--- src/rtl/car_park_sensor_conditioner.sv ---
// car_park_sensor_conditioner
//
// Conditioning stage for the car-park bay sensors. It debounces each raw bay
// sensor, emits a one-cycle pulse on every accepted 0->1 transition, and
// keeps a saturating 16-bit total of all pulses issued since reset.
//
// Optional feature macro: CAR_PARK_SENSOR_SYNC_EN
//   defined     - each sensors_raw bit passes through a 2-flop synchronizer
//                 before the debouncer (+2 cycles latency)
//   not defined - sensors_raw feeds the debouncer directly (must already be
//                 synchronous to clk)
//
// Parameters:
//   N               number of bays (channels)
//   DEBOUNCE_CYCLES consecutive differing samples needed to accept a new level (>=1)
//
// Ports:
//   clk            clock, all state changes on rising edge
//   rst            synchronous active-high reset
//   sensors_raw    [N-1:0] raw bay sensors (1 = vehicle present)
//   sensor_pulses  [N-1:0] one-cycle pulse per bay on accepted 0->1 transition
//   sensor_stable  [N-1:0] debounced level per bay
//   event_count    [15:0]  saturating count of all pulses since reset

module car_park_sensor_conditioner #(
    parameter int unsigned N               = 8,
    parameter int unsigned DEBOUNCE_CYCLES = 4
) (
    input  logic         clk,
    input  logic         rst,
    input  logic [N-1:0] sensors_raw,
    output logic [N-1:0] sensor_pulses,
    output logic [N-1:0] sensor_stable,
    output logic [15:0]  event_count
);

    localparam int unsigned CW = (DEBOUNCE_CYCLES > 2) ? $clog2(DEBOUNCE_CYCLES) : 1;
    localparam logic [CW-1:0] LAST = CW'(DEBOUNCE_CYCLES - 1);

    logic [N-1:0]  s;
    logic [CW-1:0] cnt     [N];
    logic [CW-1:0] cnt_nxt [N];
    logic [N-1:0]  stable_nxt;
    logic [N-1:0]  rise;
    logic [15:0]   pc;
    logic [16:0]   sum;
    logic [15:0]   count_nxt;

`ifdef CAR_PARK_SENSOR_SYNC_EN
    logic [N-1:0] sync1;
    logic [N-1:0] sync2;

    always_ff @(posedge clk) begin
        if (rst) begin
            sync1 <= '0;
            sync2 <= '0;
        end else begin
            sync1 <= sensors_raw;
            sync2 <= sync1;
        end
    end

    assign s = sync2;
`else
    assign s = sensors_raw;
`endif

    // Any sample matching the stable level clears progress, so a single
    // bounce restarts the debounce window from zero.
    always_comb begin
        stable_nxt = sensor_stable;
        rise       = '0;
        pc         = '0;
        for (int unsigned i = 0; i < N; i++) begin
            cnt_nxt[i] = '0;
            if (s[i] != sensor_stable[i]) begin
                if (cnt[i] == LAST) begin
                    stable_nxt[i] = s[i];
                end else begin
                    cnt_nxt[i] = cnt[i] + CW'(1);
                end
            end
        end
        rise = stable_nxt & ~sensor_stable;
        for (int unsigned i = 0; i < N; i++) begin
            pc = pc + 16'(rise[i]);
        end
        sum       = {1'b0, event_count} + {1'b0, pc};
        count_nxt = sum[16] ? 16'hFFFF : sum[15:0];
    end

    always_ff @(posedge clk) begin
        if (rst) begin
            for (int unsigned i = 0; i < N; i++) begin
                cnt[i] <= '0;
            end
            sensor_stable <= '0;
            sensor_pulses <= '0;
            event_count   <= '0;
        end else begin
            for (int unsigned i = 0; i < N; i++) begin
                cnt[i] <= cnt_nxt[i];
            end
            sensor_stable <= stable_nxt;
            sensor_pulses <= rise;
            event_count   <= count_nxt;
        end
    end

endmodule

--- config.mk ---
export PLATFORM = sky130hd
export DESIGN_NAME = car_park_sensor_conditioner
export DESIGN_NICKNAME = d
export VERILOG_FILES = /design/src/rtl/car_park_sensor_conditioner.sv
export SDC_FILE = /design/constraint.sdc
export NUM_CORES = 1
export LEC_CHECK = 0
export ABC_AREA = 0
export CORE_ASPECT_RATIO = 1.2
export CORE_MARGIN = 10
export CORE_UTILIZATION = 51
export DETAILED_ROUTE_END_ITERATION = 8
export GPL_TIMING_DRIVEN = 0
export HOLD_SLACK_MARGIN = 0.1
export PLACE_DENSITY = 0.85
export SETUP_SLACK_MARGIN = 0.15
export SYNTH_ARGS = -nofsm -noshare
export SYNTH_HDL_FRONTEND = slang
export SYNTH_SLANG_ARGS = --single-unit
--- constraint.sdc ---
create_clock -name clk -period 5.2 [get_ports clk]
set_clock_uncertainty 0.15 [all_clocks]
set_input_delay 1.04 -clock clk [delete_from_list [all_inputs] [get_ports clk]]
set_output_delay 1.04 -clock clk [all_outputs]
set_load 0.05 [all_outputs]
==> results.cfg <==
[outcome]
status = finished clean

[timing]
max_slew_margin_pct = 60.2
setup_viol = 0
slew_viol_final = 0
worst_pin_slew_ns = 0.596
tns_ns = 0
fin_crit_sh_pct = 91.6
grt_setup_unrepaired = false
fmax_ghz = 0.210
fin_hold_ws_ns = 0.273
hold_violations = 0
period_minus_slack_ns = 4.77

[run]
max_cap_violations = 0

[route]
wire_per_inst_um = 13.2
num_vias = 1636
drt-total-wl_mm = 4.31
dr.pass1.iters = 4
antenna_left = 0
drc = 0
drt_iter0_markers = 50
viasPerCell = 5.03

[yosys]
syn_area_sq_um = 2140
synth_cell_types = 35
synth_seq_area_share_pct = 44.9
synth_area_leader_cell = dfxtp_1
yosysTopAreaCellShare_pct = 44.9
ys_warn_count = 0
ys.flop_type = dfxtp_1
avgSynthCellArea_sq_um = 9.64
synth_area_leaders = dfxtp_1 (45%), ha_1 (8.2%), nor2_1 (5.4%), fa_1 (4.7%), a21oi_2 (4.5%)
synth-async-reset-ratio_pct = 0
synth_edf_count = 0
syn_inst = 222
synth_nets = 251
synth-seq-cells = 48

[power_and_ir_drop]
vdd_drop_max_mv = 0.205
clockPowerShare_pct = 38.4
power.leakage_nw = 1.04
power_frac_comb_pct = 6.2
p_per_area_nw_per_um2 = 249
power.switching_w = 0.000148
p_sw_share_pct = 21.7
pwr-share-seq_pct = 55.4
internal_power_w = 0.000536

[layout]
register_area_sq_um = 961
post_route_cells_drive_above_1_share_pct = 11.4
nNetsFinal = 299
multi_input_area_sq_um = 1110
nFillCells = 336
n_antenna_cell = 0
area_growth_pct = 28.3

[grt]
grt_start_max_net_pins = 16
grt_pass1_vias = 1632
grtUsageMet1_pct = 14.3
met2_usage_pct = 20.4
antenna_found_initial = 0
grt_usage_pct = 12.7
busiest_layer = met2
grt.overflow.total = 0
grt_use_met3_pct = 5.62
grt_pass1_wl_mm = 7.48

[worst_setup_path]
crit_path_end_kind = flip-flop
path_cells = clkdlybuf4s50_1, nand2_1, nor2_2, fa_1, inv_1, fa_1, fa_1, fa_1, inv_1, fa_1, a21o_1, a21oi_4, nor2_1, nor4_2, nor3_1
critical_path.top_delay_family = adder cells
cp_slowest_stage_delay_ns = 0.51
slowest_stage = fa_1
critical_path_class = input port to flip-flop
path_max_fanout = 7
cp_num_buf_inv = 3
cp.arrival_ns = 4.78
cp_common_cell = fa_1
start_kind = input port
required_ns = 5.22

[clock_tree]
cts-htree-levels = 2
cts_tree = done
cts_buffer_depth = 2
postCtsSetupRepairBufs = 0
cts-root-buf = clkbuf_8
worst_skew_pair.late_latency_ns = 0.30
ctsHoldBuffers = 0
post_cts_resized = 0
numCtsBuffers = 5
cts.sinks = 48
clk_pin_slew_ns = 0.09

[die]
core-area_sq_um = 4000
die_h_um = 91.0
start_util_pct = 53.4
die_area_sq_um = 7200
io_pins = 42
rows = 25
die_w_um = 79.1

[place]
io_buffers = 41
dp_hpwl_mm = 3.24
place_congestion = 0.743

[worst_hold_path]
min_path_type = flip-flop to flip-flop
-- placed cells by master (no fill, tap or decap), types with 4 or more instances in the layout --
cell type        synthesis  routed
dfxtp_1                 48      48
clkdlybuf4s50_1          0      41
nor2_1                  31      30
inv_1                   15      15
ha_1                    14      14
nand2_1                 11      11
a21oi_1                 11      11
xnor2_1                 11      11
a21oi_2                 11      10
nand2b_1                 9       9
or3_1                    8       8
xor2_1                   7       7
or2_2                    5       5
nor3_1                   5       5
fa_1                     5       5
clkbuf_8                 0       5
o21ai_0                  4       4
-- final timing paths --
| path | start | endpoint | slack, ns | cells past startpoint |
|---|---|---|---|---|
| worst max-delay path | sensors_raw[0] | event_count[15]$_SDFF_PP0_ | 0.43 | 15 |
| worst min-delay path | cnt[0][6]$_SDFF_PP0_ | cnt[0][6]$_SDFF_PP0_ | 0.27 | 1 |
| worst max register to register | cnt[0][0]$_SDFF_PP0_ | event_count[15]$_SDFF_PP0_ | 1.12 | 15 |
| worst min register to register | cnt[0][6]$_SDFF_PP0_ | cnt[0][6]$_SDFF_PP0_ | 0.27 | 1 |
-- sequential cells by signal, indices dropped and copies added (netlist names) --
register,flops
cnt,16
sensor_stable,8
event_count,16
sensor_pulses,8
-- cells in the mapped netlist (all sizes together) (2+ instances only) --
cell	count
or3	9
ha	14
nor3	5
xor2	7
xnor2	11
buf	2
nand3	3
fa	5
and3	2
a21oi	22
a31oi	2
o211ai	2
nor2	31
dfxtp	48
o21a	2
o21ai	4
inv	15
clkbuf	3
mux2i	2
nand2	11
nand2b	9
or2	6
-- kinds of logic after synthesis --
| family | share of synthesized area, % |
|---|---|
| DFF | 44.9 |
| and+or+nand+nor | 18.9 |
| buffers and inverters | 3.86 |
| xor gates and xnor gates | 7.37 |
| muxes | 0.936 |
| AOI/OAI and AO/OA | 11.1 |
| adders and majority gates | 12.9 |
-- power by group through the flow --
stage	clock network, W	registers, W	logic [W]
after floorplan	0	0.000391	0.0000216
after global placement	0	0.000387	0.0000415
after detailed placement	0	0.000388	0.0000427
after CTS	0.000269	0.000379	0.0000435
after global routing	0.000284	0.000380	0.0000484
final	0.000263	0.000379	0.0000426
-- layer usage --
metal	part of all wire, %	vias up
met1	43	756
met3	7.0	10
met4	2.0	0
met2	48	37
met5	0	-
li1	-	833
-- layout make-up --
cell class / count / area share [%]
buffer: 5 / 0.957
clock buffer: 5 / 2.51
clock inverter: 3 / 1.55
inverter: 15 / 2.05
multi-input combinational: 154 / 40.5
sequential: 48 / 35.0
tap: 54 / 2.46
timing repair buffer: 41 / 14.9
-- metrics by stage --
step | cell area [sq um] | power [W] | setup slack [ns] | cells | util (%)
2_1_floorplan | 2140 | 0.000413 | 0.780 | 222 | -
4_1_cts | 2730 | 0.000691 | 0.302 | 325 | 68.2
3_5_place_dp | 2620 | 0.000430 | 0.0159 | 317 | 65.4
3_3_place_gp | 2620 | 0.000429 | 0.0172 | 317 | 65.4
6_report | 2750 | 0.000685 | 0.434 | 325 | 68.6
5_1_grt | 2750 | 0.000713 | 0.139 | 325 | 68.6
No activity file was read; power rests on OpenSTA's default activity.
